## config.mk

```make
export PLATFORM = sky130hd
export DESIGN_NAME = cache_refill_ctrl
export DESIGN_NICKNAME = d
export VERILOG_FILES = /design/src/rtl/cache_pkg.sv /design/src/rtl/refill_line_buf.sv /design/src/rtl/cache_refill_ctrl.sv
export SDC_FILE = /design/constraint.sdc
export NUM_CORES = 1
export LEC_CHECK = 0
export BUFFER_PORTS_ARGS = -buffer_cell sky130_fd_sc_hd__buf_4
export CAP_MARGIN = 20
export CORE_ASPECT_RATIO = 1.25
export CORE_MARGIN = 5
export CORE_UTILIZATION = 35
export DETAILED_ROUTE_END_ITERATION = 7
export PLACE_DENSITY = 0.68
export SLEW_MARGIN = 20
export SYNTH_ARGS = -nofsm -noshare
export SYNTH_HDL_FRONTEND = slang
export SYNTH_SLANG_ARGS = --single-unit
```

## constraint.sdc

```tcl
create_clock -name clk -period 5.7 [get_ports clk]
set_input_delay 1.14 -clock clk [delete_from_list [all_inputs] [get_ports clk]]
set_output_delay 1.14 -clock clk [all_outputs]
set_load 0.1 [all_outputs]
```

## src/rtl/cache_pkg.sv

```systemverilog
`default_nettype none
// ============================================================================
// Module      : cache_pkg
// Description : Shared geometry constants and FSM state type for the refill
//               controller in front of the 1024 x 4-word direct-mapped cache.
// Revision    : 1.0 - initial release
// ============================================================================
package cache_pkg;
    localparam int ADDR_W     = 15;
    localparam int WORD_W     = 32;
    localparam int LINE_WORDS = 4;
    localparam int LINE_W     = WORD_W * LINE_WORDS;
    localparam int BEAT_W     = 2;

    // CPU word address = tag[14:12] | index[11:2] | word[1:0]
    localparam int TAG_MSB   = 14;
    localparam int TAG_LSB   = 12;
    localparam int INDEX_MSB = 11;
    localparam int INDEX_LSB = 2;
    localparam int WORD_MSB  = 1;
    localparam int WORD_LSB  = 0;

    typedef enum logic [2:0] {
        IDLE   = 3'd0,
        FETCH  = 3'd1,
        FILL   = 3'd2,
        RESP   = 3'd3,
        WR_MEM = 3'd4
    } state_t;
endpackage
`default_nettype wire

```

## src/rtl/refill_line_buf.sv

```systemverilog
`default_nettype none
// ============================================================================
// Module      : refill_line_buf
// Description : Four-word line buffer filled one memory beat at a time, with
//               a wrapping beat counter and a last-beat flag.
// Revision    : 1.0 - initial release
// ============================================================================
module refill_line_buf
    import cache_pkg::*;
(
    input  logic              clk,
    input  logic              rst,
    input  logic              clr,
    input  logic              wr_en,
    input  logic [WORD_W-1:0] wdata,
    output logic [BEAT_W-1:0] beat,
    output logic              last_beat,
    output logic [LINE_W-1:0] line
);
    logic [WORD_W-1:0] word_q [LINE_WORDS];
    logic [WORD_W-1:0] word_d [LINE_WORDS];
    logic [BEAT_W-1:0] beat_q;
    logic [BEAT_W-1:0] beat_d;

    always_comb begin
        word_d = word_q;
        beat_d = beat_q;
        if (clr) begin
            beat_d = '0;
        end else if (wr_en) begin
            word_d[beat_q] = wdata;
            beat_d         = beat_q + 1'b1;
        end
    end

    always_ff @(posedge clk or posedge rst) begin
        if (rst) begin
            word_q <= '{default: '0};
            beat_q <= '0;
        end else begin
            word_q <= word_d;
            beat_q <= beat_d;
        end
    end

    assign beat      = beat_q;
    assign last_beat = (beat_q == BEAT_W'(LINE_WORDS - 1));

    for (genvar k = 0; k < LINE_WORDS; k++) begin : g_line
        assign line[k*WORD_W +: WORD_W] = word_q[k];
    end
endmodule
`default_nettype wire

```

## src/rtl/cache_refill_ctrl.sv

```systemverilog
`default_nettype none
// ============================================================================
// Module      : cache_refill_ctrl
// Description : Load-miss refill and write-through store handler for the
//               direct-mapped data cache. Define CTRL_STATS_EN for counters.
// Revision    : 1.0 - initial release
// ============================================================================
module cache_refill_ctrl
    import cache_pkg::*;
(
    input  logic              clk,
    input  logic              rst,
    input  logic              cpu_rd,
    input  logic              cpu_wr,
    input  logic [ADDR_W-1:0] cpu_addr,
    input  logic [WORD_W-1:0] cpu_wdata,
    output logic [WORD_W-1:0] cpu_rdata,
    output logic              cpu_stall,
    output logic [ADDR_W-1:0] cache_addr,
    output logic              cache_rd_en,
    output logic              cache_wr_en,
    output logic [LINE_W-1:0] cache_line,
    input  logic              cache_hit,
    input  logic [WORD_W-1:0] cache_rdata,
    output logic              mem_req,
    output logic              mem_we,
    output logic [ADDR_W-1:0] mem_addr,
    output logic [WORD_W-1:0] mem_wdata,
    input  logic              mem_ack,
    input  logic [WORD_W-1:0] mem_rdata,
    output logic [15:0]       hit_cnt,
    output logic [15:0]       miss_cnt
);
    state_t            state_q, state_d;
    logic [ADDR_W-1:0] addr_q, addr_d;
    logic [WORD_W-1:0] wdata_q, wdata_d;
    logic              hit_q, hit_d;    // store hit its line when issued
    logic              load_q, load_d;  // current refill answers a load
    logic              buf_clr;
    logic              buf_wr;
    logic              last_beat;
    logic [BEAT_W-1:0] beat;
    logic [LINE_W-1:0] line;

    refill_line_buf u_line_buf (
        .clk       (clk),
        .rst       (rst),
        .clr       (buf_clr),
        .wr_en     (buf_wr),
        .wdata     (mem_rdata),
        .beat      (beat),
        .last_beat (last_beat),
        .line      (line)
    );

    assign cache_line = line;

    always_comb begin
        state_d     = state_q;
        addr_d      = addr_q;
        wdata_d     = wdata_q;
        hit_d       = hit_q;
        load_d      = load_q;
        buf_clr     = 1'b0;
        buf_wr      = 1'b0;
        cpu_rdata   = '0;
        cpu_stall   = 1'b0;
        cache_addr  = addr_q;
        cache_rd_en = 1'b0;
        cache_wr_en = 1'b0;
        mem_req     = 1'b0;
        mem_we      = 1'b0;
        mem_addr    = '0;
        mem_wdata   = '0;
        case (state_q)
            IDLE: begin
                cache_addr  = cpu_addr;
                cache_rd_en = cpu_rd | cpu_wr;
                if (cpu_wr) begin
                    cpu_stall = 1'b1;
                    addr_d    = cpu_addr;
                    wdata_d   = cpu_wdata;
                    hit_d     = cache_hit;
                    load_d    = 1'b0;
                    state_d   = WR_MEM;
                end else if (cpu_rd) begin
                    if (cache_hit) begin
                        cpu_rdata = cache_rdata;
                    end else begin
                        cpu_stall = 1'b1;
                        addr_d    = cpu_addr;
                        load_d    = 1'b1;
                        buf_clr   = 1'b1;
                        state_d   = FETCH;
                    end
                end
            end
            FETCH: begin
                cpu_stall = 1'b1;
                mem_req   = 1'b1;
                mem_addr  = {addr_q[ADDR_W-1:INDEX_LSB], beat};
                if (mem_ack) begin
                    buf_wr = 1'b1;
                    if (last_beat) begin
                        state_d = FILL;
                    end
                end
            end
            FILL: begin
                cpu_stall   = 1'b1;
                cache_wr_en = 1'b1;
                state_d     = load_q ? RESP : IDLE;
            end
            RESP: begin
                cpu_rdata = line[int'(addr_q[WORD_MSB:WORD_LSB])*WORD_W +: WORD_W];
                state_d   = IDLE;
            end
            WR_MEM: begin
                cpu_stall = 1'b1;
                mem_req   = 1'b1;
                mem_we    = 1'b1;
                mem_addr  = addr_q;
                mem_wdata = wdata_q;
                if (mem_ack) begin
                    // write-through keeps a resident line coherent by refetching it
                    if (hit_q) begin
                        buf_clr = 1'b1;
                        state_d = FETCH;
                    end else begin
                        state_d = IDLE;
                    end
                end
            end
            default: state_d = IDLE;
        endcase
    end

    always_ff @(posedge clk or posedge rst) begin
        if (rst) begin
            state_q <= IDLE;
            addr_q  <= '0;
            wdata_q <= '0;
            hit_q   <= 1'b0;
            load_q  <= 1'b0;
        end else begin
            state_q <= state_d;
            addr_q  <= addr_d;
            wdata_q <= wdata_d;
            hit_q   <= hit_d;
            load_q  <= load_d;
        end
    end

`ifdef CTRL_STATS_EN
    logic        ld_hit, ld_miss;
    logic [15:0] hit_cnt_q, hit_cnt_d;
    logic [15:0] miss_cnt_q, miss_cnt_d;

    assign ld_hit  = (state_q == IDLE) && !cpu_wr && cpu_rd && cache_hit;
    assign ld_miss = (state_q == IDLE) && !cpu_wr && cpu_rd && !cache_hit;

    always_comb begin
        hit_cnt_d  = hit_cnt_q;
        miss_cnt_d = miss_cnt_q;
        if (ld_hit && (hit_cnt_q != 16'hFFFF)) begin
            hit_cnt_d = hit_cnt_q + 16'd1;
        end
        if (ld_miss && (miss_cnt_q != 16'hFFFF)) begin
            miss_cnt_d = miss_cnt_q + 16'd1;
        end
    end

    always_ff @(posedge clk or posedge rst) begin
        if (rst) begin
            hit_cnt_q  <= '0;
            miss_cnt_q <= '0;
        end else begin
            hit_cnt_q  <= hit_cnt_d;
            miss_cnt_q <= miss_cnt_d;
        end
    end

    assign hit_cnt  = hit_cnt_q;
    assign miss_cnt = miss_cnt_q;
`else
    assign hit_cnt  = '0;
    assign miss_cnt = '0;
`endif
endmodule
`default_nettype wire
```

# == Word-level counts from Yosys, hierarchy flattened ==
# Cells that the tools add are included.
# classes
addsub,1
multipliers,0
div_mod_pow,0
order_cmp,2
eq_ne,11
shift,1
mux,41
n_bitwise,3
reduce_logical,10
# ops
operator,n
$mux W32,5
$bwmux W128,1
$shiftx A128 B8 Y32,1
$demux W32 S2,1
$pmux W32 S2,1
$mux W15,4
$pmux W15 S2,1
$mux W3,6
$mux W1,16
$pmux W3 S4,1
$ne A2 B2 Y1 const B,4
$eq A3 B2 Y1 const B,2
$mux W2,3
$ne A3 B3 Y1 const B,2
$reduce_and A5 Y1,1
$pmux W1 S2,2
$reduce_and A2 Y1,2
$reduce_bool A2 Y1,2
$eq A3 B1 Y1 const B,1
$eq A3 B3 Y1 const B,1
$ge A3 B3 Y1 const B,1
$logic_not A3 Y1,1
$lt A3 B1 Y1 const B,1
$not A2 Y3,1
8 further kinds,8
# totals
ff_bits,182
latchBits,0
ram_bits,0
rom_bits,0
input_bits,117
out_inout_bits,259
wordCells,79
memories,0

# == Depth between registers and ports, before layout ==
# Gate-level depths: netlist (run 1).
# logic_depth
word_depth,6
ltp_mapped,6
ltp_nobuf,4

# == By module ==
# From an unflattened synthesis (run 1), not the netlist that was laid out.
# unflattened
cells_unflattened,615
area_unflattened_um2,9303.9
# modules_own_cells
module,instances,cells_each,area_each_um2,seq_area_each_um2
refill_line_buf,1,286,5233.8,3253.1
cache_refill_ctrl,1,329,4070.2,1301.2

# == Worst setup path after synthesis (run 1) ==
# No wires, ideal clock.
# synth_timing
kind,flip-flop to output port
start,register state_q[1]
end,output port cpu_stall
arrival_ns,3.643
t_required_ns,4.560
path_slack_ns,0.917
path_stages_with_launch,5
path_buffers,1
cell_sequence,dfrtp_1 buf_2 inv_1 nor3_1 or3b_1
# synth_between
elab_chain_len,3
elab_cells_between_ends,6
cone_classes,eq/ne (3); mux (1); reduce/logical (2)
# synth_rtl
item,line,text
start: declaration,cache_refill_ctrl.sv:34,"state_t state_q, state_d;"
start signal: assignment,cache_refill_ctrl.sv:146,state_q <= state_d;
"$eq A3 B3 Y1, or another cell as far along",cache_refill_ctrl.sv:75,case (state_q)
$reduce_or A3 Y1 (no source line),--,
$pmux W1 S2 (*),cache_refill_ctrl.sv:75,
end: declaration,cache_refill_ctrl.sv:18,"output logic cpu_stall,"
# Mark *: on every way between the ends. The rest lies on a longest branch, timed or not.

# == Final worst setup path (run 1) ==
# layout_timing
start,input port cpu_wr
end,output port cpu_rdata[28]
# layout_between
elab_chain_len,2
# layout_rtl
item,line,text
start: declaration,cache_refill_ctrl.sv:14,"input logic cpu_wr,"
$mux W32,cache_refill_ctrl.sv:79,if (cpu_wr) begin
$pmux W32 S2,cache_refill_ctrl.sv:75,
end: declaration,cache_refill_ctrl.sv:17,"output logic [WORD_W-1:0] cpu_rdata,"
# Every way passes these cells.

==> summary.md, run 1 <==
| Metric | Value |
|---|---|
| Crit path DAT | `3.10 ns` |
| FF+latch count, synth | `182` |
| Pre-antenna DRT Iters | `7` |
| Number of synthesized flops with an enable pin | `0` |
| Vias in the first global route | `6787` |
| CTS tree | `done` |
| Die width | `152 um` |
| DRC violations left | `0` |
| Tmin final | `4.24 ns` |
| Hold Fails Final Rpt | `0` |
| Chip Height | `188 um` |
| Skew-Pair Late Insertion Delay | `0.43 ns` |
| Hold WC Path Type | `flop to flop` |
| Cells after synthesis | `614` |
| CTS HTree Levels | `4` |
| # nets final | `1059` |
| WS Path Type | `primary input to output port` |
| Status | `finished clean` |
| Clock root cell | `clkbuf_16` |
| Tcrit/Tclk final | `74.4%` |
| Final slew viol count | `0` |
| Worst Path Required | `4.56 ns` |
| Async set or reset register ratio after synthesis | `100%` |
| Total of max-cap violations | `0` |
| DP Wirelength | `18.6 mm` |
| Syn Area/Cell | `14.4 um^2` |
| DRT iter0 DRCs | `175` |
| Pin count of the biggest net entering global routing | `183` |
| Initial antenna violation count | `1` |
| Startpoint Class | `primary input` |
| CTS max path bufs | `2` |
| Via count | `6351` |
| CTS resizes | `0` |
| Die ar. | `28600 um^2` |
| Max-slew headroom | `29.7%` |
| Final ANT Viol Nets | `0` |
| GPL Wtd Cong | `0.845` |
| Initial Util | `35.3%` |
| Setup Buffers After CTS | `0` |
| Routed WL | `26.1 mm` |
| Clock transition at path regs | `0.07 ns` |
| Netlist cell types | `37` |
| Synth warn | `0` |
| Crit Path Max Fanout | `32` |
| GRT Overall Usage | `18.1%` |
| # rows | `65` |
| Worst Skew | `0.0124 ns` |
| Crit. End Element | `output port` |
| F_max | `236 MHz` |
| Global-route wire length before repair | `40.6 mm` |
| Total CTS buffers | `17` |
| Core area | `25100 um^2` |
| Top FF cell, synth | `dfrtp_1` |
| Tightest Pin Transition | `1.05 ns` |
| Area Overhead vs Synth | `37.6%` |
| Final setup TNS | `0 ns` |
| GRT overflow | `0` |
| Io pins | `376` |
| Mapped Area | `8860 um^2` |
| Vias/cell | `4.93` |
| CTS sink cnt | `182` |
| CTS hold repair buffers | `0` |
| Final setup violation count | `0` |
| Share of cells above drive strength 1 | `49.0%` |
| Sequential element share of the synthesized area | `51.4%` |
| Port bufs | `343` |
| R2R Setup Slk | `3.17 ns` |
| Drt wl/cell | `20.3 um` |
| RSZ-0062 raised after global routing | `no` |
| Fin util | `48.5%` |
-- cells in the mapped netlist, types with 2 or more instances --
cell type	n	area share, %
nor3_1	2	0.11
dfrtp_1	182	51
nand2b_1	2	0.14
inv_1	4	0.17
nand2_1	6	0.25
mux2_2	32	4.1
and2_1	15	1.1
a22o_1	33	3.3
buf_4	36	3.0
a22oi_1	2	0.17
nand2_2	4	0.28
mux2_1	151	19
nor2b_1	2	0.14
nor2_1	7	0.30
mux2_4	8	1.4
ha_1	4	0.56
a21oi_1	4	0.23
buf_6	4	0.51
clkbuf_1	8	0.34
buf_2	28	1.6
mux4_2	32	8.1
and3_1	33	2.3
-- metal layers --
layer,routed length (um),share of wire [%],vias to the layer above,global-route usage [%]
li1,-,-,2849,-
met1,9630,37,3195,20.7
met2,13500,52,286,31.8
met3,2620,10,21,6.65
met4,408,1.6,0,5.47
met5,0,0,-,0
-- cell families after synthesis --
logic type	after synthesis	synth area share, %
buffers and inverters	80	5.65
DFF	182	51.4
and+or+nand+nor	77	5.22
AOI/OAI and AO/OA	47	4.39
muxes	223	32.7
other	1	0.0423
adders and majority gates	4	0.565
-- layout by cell type, fill, tap and decap left out, types with 8 or more instances in the layout --
cell / count
and3_1: 32
clkbuf_16: 17
conb_1: 32
a22o_1: 33
mux4_2: 32
buf_4: 348
mux2_4: 8
mux2_2: 32
dfrtp_1: 180
and2_1: 15
mux2_1: 151
-- area by class of cell --
type	count	area, um^2
multi-input combinational	383	3930
tap	335	419
inverter	4	18.8
clock inverter	14	166
fill	2279	12900
antenna	1	2.50
sequential	182	4560
timing repair buffer	350	2660
clock buffer	18	439
-- state kept, by name (all words and copies together) (netlist names) --
| register | count |
|---|---|
| addr_q | 15 |
| hit_q | 1 |
| load_q | 1 |
| state_q | 3 |
| u_line_buf.beat | 2 |
| u_line_buf.line | 128 |
| wdata_q | 32 |
-- worst max-delay path: stages --
cell	delay (ns)
buf_4	0.13
or2_1	0.22
nor3_1	0.27
and3_2	0.75
a22o_1	0.28
buf_4	0.30
-- metrics by stage --
step                worst slack [ns]  cells  cell area, um^2  hold slack, ns
detailed placement              1.48   1253            11600           0.466
global placement                1.58   1252            11600           0.458
CTS                             1.48   1285            12200           0.482
finish                          1.46   1287            12200           0.478
global route                    1.32   1287            12200           0.492
floorplan                      0.917    645             8980           0.447
-- final timing paths --
kind                             startpoint                   end  cells after the start
worst min-delay path            wdata_q[17]           wdata_q[17]                      1
worst max-delay path                 cpu_wr         cpu_rdata[28]                      6
worst min register to register  wdata_q[17]           wdata_q[17]                      1
min in group asynchronous               rst             addr_q[9]                      3
worst max register to register   state_q[0]  u_line_buf.line[115]                      4
max in group asynchronous               rst   u_line_buf.line[41]                      4
Power of run 1 is not shown: default switching activity piles up to over one toggle a cycle in this logic, so the estimate is an artifact.
==> run 2: changes to the inputs <==
==> constraint.sdc (replaced) <==
create_clock -name clk -period 3.4 [get_ports clk]
set_input_delay 0.68 -clock clk [delete_from_list [all_inputs] [get_ports clk]]
set_output_delay 0.68 -clock clk [all_outputs]
set_load 0.1 [all_outputs]
==> run 2 against run 1 <==
Net effect:
- sequential cell count unchanged
- clock skew grew 0.0013 ns
- first-iteration DRC count down 31%
- non-clock buffer count rose by 12
- critical path depth fell by 1
- wire length up 0.88%
- hold slack lost 0.052 ns
- die area unchanged
- clock-buffer cell count grew 3
==> summary.md, run 2 (synthesized netlist as in run 1, its figures left out) <==
| Metric | Value |
|---|---|
| Status | `finished clean (unchanged)` |
| Skew-Pair Late Insertion Delay | `0.43 ns (about the same)` |
| CTS hold repair buffers | `0 (unchanged)` |
| GPL Wtd Cong | `0.867 (was 0.845)` |
| # rows | `65 (unchanged)` |
| DP Wirelength | `19.8 mm (was 18.6 mm)` |
| Worst Path Required | `2.72 ns (was 4.56 ns)` |
| CTS tree | `done (unchanged)` |
| F_max | `314 MHz` |
| Max-slew headroom | `40.4% (was 29.7%)` |
| Crit Path Max Fanout | `18 (was 32)` |
| DRC violations left | `0 (unchanged)` |
| Tmin final | `3.19 ns` |
| RSZ-0062 raised after global routing | `no (unchanged)` |
| Most frequent cells in the layout | `356 x buf_4, 180 x dfrtp_1, 151 x mux2_1 (was 348 x buf_4, 180 x dfrtp_1, 151 x mux2_1)` |
| Pin count of the biggest net entering global routing | `50 (was 183)` |
| CTS sink cnt | `182 (unchanged)` |
| Most common cell after layout, fill and taps aside | `buf_4 (unchanged)` |
| Clock transition at path regs | `0.08 ns (was 0.07 ns)` |
| Clock root cell | `clkbuf_16 (unchanged)` |
| Drt wl/cell | `20.3 um (about the same)` |
| GRT Overall Usage | `18.4% (was 18.1%)` |
| Chip Height | `188 um (unchanged)` |
| Core area | `25100 um^2 (unchanged)` |
| Pre-antenna DRT Iters | `4 (was 7)` |
| Total of max-cap violations | `0 (unchanged)` |
| WS Path Type | `flop to output port (was primary input to output port)` |
| Io pins | `376 (unchanged)` |
| Die ar. | `28600 um^2 (unchanged)` |
| CTS resizes | `0 (unchanged)` |
| Area Overhead vs Synth | `39.3% (was 37.6%)` |
| Crit. End Element | `output port (unchanged)` |
| Worst Skew | `0.0137 ns (was 0.0124 ns)` |
| CTS HTree Levels | `4 (unchanged)` |
| Initial antenna violation count | `0 (was 1)` |
| Final slew viol count | `0 (unchanged)` |
| Setup Buffers After CTS | `0 (unchanged)` |
| Routed WL | `26.4 mm (was 26.1 mm)` |
| Total CTS buffers | `17 (unchanged)` |
| Port bufs | `343 (unchanged)` |
| Share of cells above drive strength 1 | `49.4% (was 49.0%)` |
| Startpoint Class | `flop (was primary input)` |
| Initial Util | `35.3% (unchanged)` |
| Tcrit/Tclk final | `93.7%` |
| DRT iter0 DRCs | `121 (was 175)` |
| Final setup violation count | `0 (unchanged)` |
| Top sig layer | `met4 (unchanged)` |
| GRT overflow | `0 (unchanged)` |
| Via count | `6423 (was 6351)` |
| Die width | `152 um (unchanged)` |
| Wl on met1 | `9.99 mm (was 9.63 mm)` |
| Crit path DAT | `2.51 ns (was 3.10 ns)` |
| Hold WC Path Type | `primary input to asynchronous set/reset pin (was flop to flop)` |
| Vias in the first global route | `7018 (was 6787)` |
| Number of fill cells | `2274 (was 2279)` |
| Met3 WL | `2.06 mm (was 2.62 mm)` |
| Tightest Pin Transition | `0.892 ns (was 1.05 ns)` |
| Global-route wire length before repair | `41.3 mm (was 40.6 mm)` |
| Final ANT Viol Nets | `0 (unchanged)` |
| CTS max path bufs | `2 (unchanged)` |
| Vias/cell | `4.95 (was 4.93)` |
| # nets final | `1071 (was 1059)` |
| DR WL met2 | `13.6 mm (was 13.5 mm)` |
| Largest register FFs | `128 (unchanged)` |
| Final setup TNS | `0 ns (unchanged)` |
| N_diodes | `0 (was 1)` |
| Hold Fails Final Rpt | `0 (unchanged)` |
[run 2: changes by cell type in the layout (fill, tap and decap cells not counted), sizes merged]
cell	change
diode	-1
bufinv	+1
clkinv	-2
clkbuf	+3
clkinvlp	-2
buf	+12
[run 2: worst max-delay path, stage by stage, from the launching register on]
cell and delay [ns]:
dfrtp_1 0.54, nand2b_1 0.28, nor2_4 0.41, buf_4 0.35, a22o_1 0.18, buf_4 0.29
[run 2: stage by stage]
| stage | util (%) | cells | hold WS (ns) | setup WS (ns) | instance area [um^2] |
|---|---|---|---|---|---|
| after floorplan | - | 645 | 0.447 | 0.00966 | 8990 |
| after global placement | 46.7 | 1266 | 0.460 | 0.547 | 11700 |
| after detailed placement | 46.7 | 1266 | 0.466 | 0.438 | 11700 |
| after CTS | 49.1 | 1298 | 0.430 | 0.157 | 12300 |
| after global routing | 49.1 | 1298 | 0.440 | 0.0657 | 12300 |
| final | 49.1 | 1298 | 0.426 | 0.214 | 12300 |
[run 2: final timing paths]
path | startpoint | to | slack [ns] | cells after the start
worst min-delay path | rst | u_line_buf.line[53] | 0.43 | 2
worst max-delay path | state_q[2] | cpu_rdata[20] | 0.21 | 5
max in group asynchronous | rst | u_line_buf.line[40] | 2.20 | 3
worst min register to register | wdata_q[4] | wdata_q[4] | 0.48 | 1
worst max register to register | state_q[2] | wdata_q[25] | 1.06 | 5
min in group clk | cpu_wdata[8] | wdata_q[8] | 0.46 | 2
[run 2: area by class of cell]
class / count / area (um^2) / share of cell area (%)
sequential: 182 / 4560 / 36.9
multi-input combinational: 383 / 3940 / 31.9
timing repair buffer: 362 / 2790 / 22.6
clock buffer: 21 / 460 / 3.73
tap: 335 / 419 / 3.40
clock inverter: 11 / 161 / 1.31
inverter: 4 / 18.8 / 0.152
[run 2: layer usage]
layer,up-vias,global-route usage [%]
met1,3248,20.7
met4,0,6.47
met2,279,32.5
met3,28,6.12
li1,2868,-
met5,-,0
Power of run 2 is left out for the same reason.
==> run 3: changes to the inputs <==
--- a/config.mk
+++ b/config.mk
@@ -6,12 +6,13 @@
 export NUM_CORES = 1
 export LEC_CHECK = 0
 export BUFFER_PORTS_ARGS = -buffer_cell sky130_fd_sc_hd__buf_4
-export CAP_MARGIN = 20
+export CAP_MARGIN = 10
 export CORE_ASPECT_RATIO = 1.25
 export CORE_MARGIN = 5
 export CORE_UTILIZATION = 35
 export DETAILED_ROUTE_END_ITERATION = 7
 export PLACE_DENSITY = 0.68
+export SETUP_SLACK_MARGIN = 0.4
 export SLEW_MARGIN = 20
 export SYNTH_ARGS = -nofsm -noshare
 export SYNTH_HDL_FRONTEND = slang
==> run 3 against run 2 <==
Net effect:
- global-route usage down 0.059 points
- sequential share of layout area down 0.72 points
- final cell count up 0.77%
- die area unchanged
==> summary.md, run 3 (synthesized netlist as in run 1, its figures left out) <==
| Metric | Value |
|---|---|
| # nets final | `1081 (was 1071)` |
| Startpoint Class | `flop (unchanged)` |
| Vias/cell | `4.87 (was 4.95)` |
| GPL Wtd Cong | `0.837 (was 0.867)` |
| Crit. End Element | `output port (unchanged)` |
| Pre-antenna DRT Iters | `4 (unchanged)` |
| Skew-Pair Late Insertion Delay | `0.42 ns (was 0.43 ns)` |
| Hold Fails Final Rpt | `0 (unchanged)` |
| Share of cells above drive strength 1 | `54.9% (was 49.4%)` |
| GRT Overall Usage | `18.3% (was 18.4%)` |
| Total CTS buffers | `17 (unchanged)` |
| CTS sink cnt | `182 (unchanged)` |
| N_diodes | `0 (unchanged)` |
| Via count | `6371 (was 6423)` |
| Tcrit/Tclk final | `85.0% (was 93.7%)` |
| Drt wl/cell | `20.2 um (was 20.3 um)` |
| Worst Skew | `0.0100 ns (was 0.0137 ns)` |
| Area Overhead vs Synth | `42.2% (was 39.3%)` |
| Fin util | `50.2% (was 49.1%)` |
| Routed WL | `26.4 mm (about the same)` |
| Hold WC Path Type | `primary input to asynchronous set/reset pin (unchanged)` |
| WS Path Type | `flop to output port (unchanged)` |
| Most frequent cells in the layout | `333 x buf_4, 177 x dfrtp_1, 151 x mux2_1 (was 356 x buf_4, 180 x dfrtp_1, 151 x mux2_1)` |
| Pre-CTS WS | `0.412 ns (was 0.438 ns)` |
| Most common cell after layout, fill and taps aside | `buf_4 (unchanged)` |
| GRT overflow | `0 (unchanged)` |
| Tmin final | `2.89 ns (was 3.19 ns)` |
| Max-slew headroom | `48.9% (was 40.4%)` |
| DRT iter0 DRCs | `177 (was 121)` |
| Chip Height | `188 um (unchanged)` |
| Vias in the first global route | `6958 (was 7018)` |
| RSZ-0062 raised after global routing | `no (unchanged)` |
| # rows | `65 (unchanged)` |
| CTS hold repair buffers | `0 (unchanged)` |
| Io pins | `376 (unchanged)` |
| Global-route wire length before repair | `41.3 mm (about the same)` |
| F_max | `346 MHz (was 314 MHz)` |
| Port bufs | `343 (unchanged)` |
| Die width | `152 um (unchanged)` |
| Final setup violation count | `0 (unchanged)` |
| Initial Util | `35.3% (unchanged)` |
| Total of max-cap violations | `0 (unchanged)` |
| CTS tree | `done (unchanged)` |
| CTS max path bufs | `2 (unchanged)` |
| Crit path DAT | `2.21 ns (was 2.51 ns)` |
| CTS HTree Levels | `4 (unchanged)` |
| Clock transition at path regs | `0.08 ns (about the same)` |
| Final slew viol count | `0 (unchanged)` |
| Largest register FFs | `128 (unchanged)` |
| Initial antenna violation count | `0 (unchanged)` |
| Worst Path Required | `2.72 ns (about the same)` |
| Tightest Pin Transition | `0.766 ns (was 0.892 ns)` |
| DRC violations left | `0 (unchanged)` |
| Crit Path Max Fanout | `8 (was 18)` |
| Clock root cell | `clkbuf_16 (unchanged)` |
| Final setup TNS | `0 ns (unchanged)` |
| Final setup margin | `0.510 ns (was 0.214 ns)` |
| DP Wirelength | `19.9 mm (was 19.8 mm)` |
| Status | `finished clean (unchanged)` |
| Core area | `25100 um^2 (unchanged)` |
| Final ANT Viol Nets | `0 (unchanged)` |
| Die ar. | `28600 um^2 (unchanged)` |
| Pin count of the biggest net entering global routing | `60 (was 50)` |
==> run 3: final cells by class <==
| class | count | area (um^2) |
|---|---|---|
| clock buffer | 17 | 425 |
| inverter | 4 | 18.8 |
| multi-input combinational | 383 | 4010 |
| fill | 2266 | 12500 |
| clock inverter | 15 | 181 |
| sequential | 182 | 4560 |
| tap | 335 | 419 |
| timing repair buffer | 372 | 2990 |
==> run 3: stage by stage <==
stage	instances	hold slack, ns	instance area, um^2
floorplan	645	0.447	9050
CTS	1304	0.389	12600
global placement	1270	0.458	11800
finish	1308	0.385	12600
global route	1308	0.418	12600
detailed placement	1270	0.466	11800
==> run 3: routing by layer <==
metal  GRT usage, %  part of all wire (%)  up-vias
li1               -                     -     2886
met1           21.0                    38     3195
met2           32.5                    52      267
met3           5.68                   7.8       23
met4           6.02                   2.3        0
met5              0                     0        -
==> run 3: path summary, 6_finish.rpt <==
path                            slack (ns)     startpoint  depth (start not counted)                  end
worst min register to register        0.48    wdata_q[13]                          1          wdata_q[13]
worst max-delay path                  0.51      addr_q[0]                          4        cpu_rdata[29]
worst max register to register        1.13     state_q[1]                          6  u_line_buf.line[89]
worst min-delay path                  0.38            rst                          2            addr_q[3]
max in group asynchronous             2.19            rst                          3  u_line_buf.line[16]
min in group clk                      0.47  cpu_wdata[14]                          2          wdata_q[14]
==> run 3: worst max-delay path, cell delays in order, from the launching register on <==
cell and delay (ns):
dfrtp_2 0.53, buf_4 0.25, mux4_2 0.58, a22o_2 0.24, buf_6 0.18
==> run 3: what timing repair did <==
item                                   in CTS  in global routing
endpoints found under the hold margin       0                  0
gates cloned                                0                  0
buffers inserted                            2                  4
pin swaps                                   1                  0
setup endpoints to repair                  42                 31
resized for setup                          34                  4
Power of run 3 is left out for the same reason.
